$ cat src/rtl/audio_sample_queue.sv
`default_nettype none
// ============================================================================
// Module : audio_sample_queue
// Stereo 24-bit sample FIFO drained at a fixed sample rate. Counts underruns
// and flags sign changes on each channel.
// Rev    : 1.0  initial release
// ============================================================================
module audio_sample_queue #(
  parameter int CLK_HZ    = 100000000,
  parameter int SAMPLE_HZ = 48000,
  parameter int DEPTH     = 16
) (
  input  logic                     clk,
  input  logic                     rst_n,
  input  logic                     in_valid,
  output logic                     in_ready,
  input  logic [23:0]              in_l,
  input  logic [23:0]              in_r,
  output logic [23:0]              audioL,
  output logic [23:0]              audioR,
  output logic                     pulseL,
  output logic                     pulseR,
  output logic                     sample_tick,
  output logic [$clog2(DEPTH):0]   level,
  output logic [15:0]              underruns
);

  localparam int c_DIV   = CLK_HZ / SAMPLE_HZ;
  localparam int c_DIV_W = (c_DIV > 1) ? $clog2(c_DIV) : 1;
  localparam int c_AW    = $clog2(DEPTH);

  localparam logic [c_DIV_W-1:0] c_DIV_LAST = c_DIV_W'(c_DIV - 1);
  localparam logic [c_AW:0]      c_FULL     = (c_AW + 1)'(DEPTH);

  logic [c_DIV_W-1:0] r_div;
  logic [c_AW-1:0]    r_head;
  logic [c_AW-1:0]    r_tail;
  logic [c_AW:0]      r_level;
  logic [23:0]        r_audio_l;
  logic [23:0]        r_audio_r;
  logic               r_pulse_l;
  logic               r_pulse_r;
  logic [15:0]        r_underruns;
  logic [47:0]        r_mem [DEPTH];

  logic               w_tick;
  logic               w_push;
  logic               w_pop;
  logic               w_empty;
  logic [47:0]        w_head_data;

  // Readiness depends only on the registered fill level, never on this cycle's pop.
  assign w_tick      = (r_div == c_DIV_LAST);
  assign w_empty     = (r_level == '0);
  assign in_ready    = (r_level != c_FULL);
  assign w_push      = in_valid && in_ready;
  assign w_pop       = w_tick && !w_empty;
  assign w_head_data = r_mem[r_head];

  assign sample_tick = w_tick;
  assign audioL      = r_audio_l;
  assign audioR      = r_audio_r;
  assign pulseL      = r_pulse_l;
  assign pulseR      = r_pulse_r;
  assign level       = r_level;
  assign underruns   = r_underruns;

  always_ff @(posedge clk) begin
    if (w_push) begin
      r_mem[r_tail] <= {in_l, in_r};
    end
  end

  always_ff @(posedge clk or negedge rst_n) begin
    if (!rst_n) begin
      r_div       <= '0;
      r_head      <= '0;
      r_tail      <= '0;
      r_level     <= '0;
      r_audio_l   <= '0;
      r_audio_r   <= '0;
      r_pulse_l   <= 1'b0;
      r_pulse_r   <= 1'b0;
      r_underruns <= '0;
    end else begin
      r_div <= w_tick ? '0 : r_div + c_DIV_W'(1);

      if (w_push) begin
        r_tail <= r_tail + c_AW'(1);
      end

      // Pulses compare the sign of the outgoing sample with the one it replaces.
      r_pulse_l <= w_pop && (w_head_data[47] != r_audio_l[23]);
      r_pulse_r <= w_pop && (w_head_data[23] != r_audio_r[23]);

      if (w_pop) begin
        r_head    <= r_head + c_AW'(1);
        r_audio_l <= w_head_data[47:24];
        r_audio_r <= w_head_data[23:0];
      end

      if (w_tick && w_empty && (r_underruns != 16'hFFFF)) begin
        r_underruns <= r_underruns + 16'd1;
      end

      case ({w_push, w_pop})
        2'b10:   r_level <= r_level + (c_AW + 1)'(1);
        2'b01:   r_level <= r_level - (c_AW + 1)'(1);
        default: r_level <= r_level;
      endcase
    end
  end

endmodule
`default_nettype wire

$ cat config.mk
export PLATFORM = sky130hd
export DESIGN_NAME = audio_sample_queue
export DESIGN_NICKNAME = d
export VERILOG_FILES = /design/src/rtl/audio_sample_queue.sv
export SDC_FILE = /design/constraint.sdc
export NUM_CORES = 1
export LEC_CHECK = 0
export BUFFER_PORTS_ARGS = -buffer_cell sky130_fd_sc_hd__buf_4
export CAP_MARGIN = 15
export CORE_UTILIZATION = 30
export CTS_BUF_LIST = sky130_fd_sc_hd__clkbuf_4 sky130_fd_sc_hd__clkbuf_8 sky130_fd_sc_hd__clkbuf_16
export DETAILED_ROUTE_END_ITERATION = 16
export SLEW_MARGIN = 20
export SYNTH_ARGS = -nofsm -noshare
export SYNTH_HDL_FRONTEND = slang
export SYNTH_SLANG_ARGS = --single-unit
$ cat constraint.sdc
create_clock -name clk -period 5.35 [get_ports clk]
set_input_delay 0.2675 -clock clk [delete_from_list [all_inputs] [get_ports clk]]
set_output_delay 0.2675 -clock clk [all_outputs]
set_load 0.005 [all_outputs]
==> impl_metrics.toml, run 1 <==
[worst_hold_path]
min_path_type = "in -> async"

[floorplanning]
start_util_pct = 30.2
die_w_um = 333
die-area_um2 = 111000
rows = 121
core-area_um2 = 109000
die_h_um = 333
io_pins = 124

[detailed_routing]
firstDrtPassIters = 5
wl_per_cell_um = 22.6
drt_iter0_drc = 1342
ant_nets = 0
post-route-drc-count = 0
via_per_inst = 4.89
wirelength_um = 74300
dr_total_vias = 16046

[worst_setup_path]
critPathMaxFanout = 38
cp_top_family = "simple AND/OR/NAND/NOR gates"
cp_slowest_cell = "dfrtp_1"
worstPathArrival_ns = 4.11
crit_path_frequent_cell = "ha_1"
worstPathRequired_ns = 5.87
startpoint_type = "register"
crit_buf_inv = 3
end_kind = "register"
crit_chain = "inv_1 > ha_1 > nor4bb_1 > nand3_1 > inv_2 > nand2_4 > inv_2 > ha_1 > xor2_1 > ha_1 > nand3b_1 > o21ai_0 > a222oi_1 > nor2_1 > xor2_1"
r2r-start = "r_div[0]$_DFF_PN0_"
startpoint = "r_div[0]$_DFF_PN0_"
crit_type = "reg -> reg"
slowest_delay_ns = 0.43

[finish]
fin_cells = 3284
antennaDiodeCount = 0
final_util_pct = 36.0
fillers = 9956
nets = 1858
drive_above_1_share_pct = 29.0
area_growth_pct = 18.9

[synth]
synth_edf_count = 768
syn_nets = 1649
syn_area_per_cell_um2 = 20.7
async_reset_ff_share_pct = 10.6
ys_seq_area_share_pct = 77.1
synth-seq-cells = 859
synth_ff_type = "edfxtp_1"
yosysWarnings = 0
syn_area_um2 = 32900
synth.distinct_cells = 44
syn_inst = 1587

[global_route]
grt_pass1_wl_um = 112000
antenna_found_initial = 3
grt_pass1_vias = 17346
grt_usage_pct = 13.4
grt_max_degree = 68
overflow = 0

[clock_tree]
path_clk_slew_ns = 0.06
clock-sinks = 859
clockBufferDepth = 3
root_buffer = "clkbuf_16"
postCtsSetupBuffers = 0
cts_tree = "built"
clk-insertion-delay-late_ns = 0.65
cts_buffers = 87
htree_levels = 3

[pwr]
p_leak_nw = 12.7
power_frac_comb_pct = 6.9
peakVddDrop_v = 0.000238
switching_power_w = 0.00348
intPower_w = 0.0120
p_seq_share_pct = 52.4
power_frac_clock_pct = 40.7
power.density_nw_per_um2 = 397
swShare_pct = 22.4

[sta]
tightest_slew_ns = 1.13
fmax_mhz = 278
relSlewSlack_pct = 24.5
whs_ns = 0.108
fin_crit_sh_pct = 67.1
rsz0062_at_grt = "no"
tns_ns = 0
setup_viol = 0
final.min_clock_period_ns = 3.59
fin_skew_ns = 0.0215
finalHoldViolations = 0
slew_violations = 0

[flow_run]
maxCapViolCount = 0

[placement]
place_hpwl_um = 42300
dp_cells = 3071
io_buffers = 123
gp_congestion = 0.762

[run_status]
status = "completed"
==> layout make-up <==
| class | count | area [µm²] | share of cell area (%) |
|---|---|---|---|
| tap | 1414 | 1770 | 4.53 |
| clock inverter | 53 | 609 | 1.56 |
| timing repair buffer | 209 | 1770 | 4.52 |
| multi-input combinational | 631 | 7150 | 18.3 |
| clock buffer | 110 | 2420 | 6.20 |
| sequential | 859 | 25400 | 64.9 |
| inverter | 8 | 30.0 | 0.0768 |
==> cells in the mapped netlist, drive strengths merged, types with 8 or more instances <==
| cell | instances | share of area [%] |
|---|---|---|
| edfxtp | 768 | 70 |
| mux4 | 192 | 13 |
| nand2 | 103 | 1.2 |
| dfrtp | 91 | 6.9 |
| nand3 | 54 | 0.82 |
| and3 | 51 | 0.97 |
| buf | 48 | 1.1 |
| o21ai | 43 | 0.65 |
| a22oi | 42 | 0.96 |
| clkbuf | 41 | 0.47 |
| nor2 | 31 | 0.35 |
| xnor2 | 28 | 0.75 |
| ha | 11 | 0.42 |
| xor2 | 11 | 0.29 |
| nand4 | 9 | 0.17 |
| nor2b | 9 | 0.17 |
| inv | 8 | 0.091 |
==> power groups by stage <==
stage / Clock [W] / Sequential [W] / Combinational [W]
global placement: 0 / 0.00822 / 0.00103
floorplan: 0 / 0.00822 / 0.000552
detailed placement: 0 / 0.00827 / 0.00106
finish: 0.00632 / 0.00813 / 0.00107
global route: 0.00672 / 0.00817 / 0.00116
CTS: 0.00645 / 0.00813 / 0.00110
==> sequential cells by signal, summed over array words and instances, names as in the netlist <==
signal / count
audioR: 24
r_mem: 768
pulseR: 1
underruns: 16
audioL: 24
r_div: 12
r_tail: 4
level: 5
r_head: 4
pulseL: 1
==> through the flow <==
stage               instance area (µm²)  power, W  setup WS (ns)
floorplan                         32900   0.00877          0.322
global placement                  35500   0.00926           1.83
detailed placement                35500   0.00933           1.78
CTS                               39100    0.0157           1.77
global route                      39100    0.0161           1.45
finish                            39100    0.0155           1.76
==> placed cells by master, fill, tap and decap left out, types with 19 or more instances in the layout <==
cell / instances
a22oi_1: 42
mux4_2: 192
o21ai_0: 40
clkinv_2: 19
xnor2_1: 28
dfrtp_1: 87
nand3_1: 54
dlygate4sd3_1: 49
edfxtp_1: 768
nand2_1: 102
and3_1: 51
buf_4: 154
clkbuf_16: 89
==> worst paths after layout <==
path                            cells past startpoint  slack (ns)                        to
max in group asynchronous                           3        4.06     r_head[3]$_DFFE_PN0P_
min in group clk                                    3        0.23     r_tail[0]$_DFFE_PN0P_
worst max register to register                     15        1.76      level[4]$_DFFE_PN0P_
worst min-delay path                                2        0.11  underruns[0]$_DFFE_PN0P_
worst max-delay path                               15        1.76      level[4]$_DFFE_PN0P_
worst min register to register                      2        0.48     audioL[4]$_DFFE_PN0P_
==> metal layers <==
layer	wire length, µm	track usage, %	share of wire [%]	up-vias
met5	22	0	0.030	-
met4	1230	3.28	1.7	4
met3	3890	2.48	5.2	99
met2	36800	22.5	49	449
met1	32400	18.1	44	8598
li1	-	-	-	6896
==> timing repair <==
action,CTS,global route
hold buffers,49,0
resized for setup,0,0
endpoints found under the hold margin,792,0
==> cell families after synthesis <==
logic type	after synthesis	synth area share (%)
DFF	859	77.1
and+or+nand+nor	278	4.16
muxes	200	13.4
AOI/OAI and AO/OA	103	2.29
buffers and inverters	97	1.62
xor gates and xnor gates	39	1.04
adders and majority gates	11	0.419
(Power assumes the default switching activity.)
==> inputs of run 2 (changes only) <==
==> constraint.sdc (replaced) <==
create_clock -name clk -period 2.93 [get_ports clk]
set_input_delay 0.1465 -clock clk [delete_from_list [all_inputs] [get_ports clk]]
set_output_delay 0.1465 -clock clk [all_outputs]
set_load 0.005 [all_outputs]
==> run 2 against run 1 <==
Against the previous run:
- sequential power grew 82%
- non-clock buffer count grew 29
- clock skew grew 0.017 ns
- final cell count grew 0.76%
- routed wire length grew 0.18%
- critical path depth shrank 3
- utilization grew 0.19 points
- via count grew 0.44%
- setup slack lost 1.5 ns
- first-iteration DRC count shrank 18%
- sequential share of layout area shrank 0.35 points
- cell area grew 0.54%
- critical endpoint unchanged
- highest routed layer unchanged
==> impl_metrics.toml, run 2 (synthesized netlist as in run 1, its figures left out) <==
[run_status]
status = "completed"

[detailed_routing]
wirelength_um = 74500
wl_per_cell_um = 22.5
dr_total_vias = 16117
firstDrtPassIters = 5
via_per_inst = 4.87
drt_iter0_drc = 1103
ant_nets = 0
post-route-drc-count = 0

[worst_hold_path]
min_path_type = "in -> reg"

[sta]
fin_crit_sh_pct = 91.0
fmax_mhz = 375
tightest_slew_ns = 0.883
final.min_clock_period_ns = 2.67
tns_ns = 0
slew_violations = 0
fin_skew_ns = 0.0386
setup_viol = 0
whs_ns = 0.0408
rsz0062_at_grt = "no"
layout_setup_ws_ns = 0.263
relSlewSlack_pct = 41.2
finalHoldViolations = 0

[finish]
nets = 1885
drive_above_1_share_pct = 30.0
regArea_um2 = 25400
regMostFlops = "r_mem"
largest_reg_flops = 768
fin_area_um2 = 39300
area_growth_pct = 19.5
fillers = 9957
mostFrequentLayoutCells = "edfxtp_1 (768), mux4_2 (192), buf_4 (167)"
multi_input_area_um2 = 7170
final_common_cell = "edfxtp_1"

[floorplanning]
rows = 121
die_h_um = 333
io_pins = 124
core-area_um2 = 109000
die-area_um2 = 111000
die_w_um = 333
start_util_pct = 30.2

[placement]
place_hpwl_um = 42600
io_buffers = 123
gp_congestion = 0.754
place_area_um2 = 36000
pre_cts_ws_ns = 0.205

[global_route]
grt_pass1_vias = 17116
antenna_found_initial = 5
overflow = 0
grt_usage_pct = 13.4
grt_max_degree = 94
grt_pass1_wl_um = 112000

[pwr]
totalPowerFinal_w = 0.0276
peakVddDrop_v = 0.000392
power.density_nw_per_um2 = 703
p_leak_nw = 12.8

[clock_tree]
root_buffer = "clkbuf_16"
clock-sinks = 859
clk-insertion-delay-late_ns = 0.65
path_clk_slew_ns = 0.06
htree_levels = 3
cts_tree = "built"
clockBufferDepth = 3
cts_buffers = 85

[worst_setup_path]
end_kind = "register"
worstPathArrival_ns = 3.18
crit_type = "reg -> reg"
worstPathRequired_ns = 3.44
startpoint_type = "register"
critPathMaxFanout = 9

[flow_run]
maxCapViolCount = 0
## run 2: changes by cell type in the layout (fill, tap and decap cells not counted), sizes merged
cell      delta
diode        +1
clkinv       +1
bufinv       -7
clkbuf       +6
inv          -2
buf         +29
clkinvlp     -3
## run 2: report_power, final
| part | internal, W | switching, W |
|---|---|---|
| clock | 0.00611 | 0.00460 |
| sequential | 0.0145 | 0.000343 |
| combinational | 0.000709 | 0.00138 |
| total | 0.0213 | 0.00633 |
## run 2: per-layer routing
metal | vias to the layer above | GRT usage, % | wire length [µm]
li1 | 6951 | - | -
met1 | 8586 | 17.8 | 31800
met2 | 472 | 22.7 | 37100
met3 | 100 | 2.67 | 4360
met4 | 8 | 3.01 | 1070
met5 | - | 0 | 54
## run 2: path summary, 6_finish.rpt
kind | start | to | slack, ns | depth (start not counted)
worst max-delay path | level[1]$_DFFE_PN0P_ | level[4]$_DFFE_PN0P_ | 0.26 | 12
worst min-delay path | in_valid | r_tail[0]$_DFFE_PN0P_ | 0.04 | 3
worst max register to register | level[1]$_DFFE_PN0P_ | level[4]$_DFFE_PN0P_ | 0.26 | 12
worst min register to register | audioL[22]$_DFFE_PN0P_ | audioL[22]$_DFFE_PN0P_ | 0.48 | 2
max in group asynchronous | rst_n | r_head[1]$_DFFE_PN0P_ | 1.96 | 3
min in group asynchronous | rst_n | underruns[2]$_DFFE_PN0P_ | 0.16 | 2
## run 2: cell type report
cell class / count / share of cell area (%)
diodes: 1 / 0.00637
clock buffers: 116 / 6.04
clock inverters: 42 / 1.07
inverters: 8 / 0.0764
multi-input cells: 631 / 18.2
flip-flops and latches: 859 / 64.5
well taps: 1414 / 4.50
repair buffers: 238 / 5.56
## run 2: through the flow
step	instances	utilization, %
CTS	3307	36.1
global placement	3100	33.1
detailed placement	3100	33.1
global route	3309	36.2
floorplan	1587	-
finish	3309	36.2
## run 2: critical path, cell delays in order, from the launching register on
cell,delay [ns]
dfrtp_1,0.49
nor4_4,0.37
nand2_1,0.11
and2_2,0.29
inv_1,0.11
ha_1,0.19
xor2_1,0.07
ha_1,0.23
nand3b_1,0.09
o21ai_0,0.09
a222oi_1,0.27
nor2_1,0.09
xor2_1,0.15
## run 2: what timing repair did
action                                 CTS  global route
hold buffers                            49             0
gates resized for setup                  0             1
buffers inserted                         0             1
endpoints found under the hold margin  815             0
setup endpoints to repair                0             1
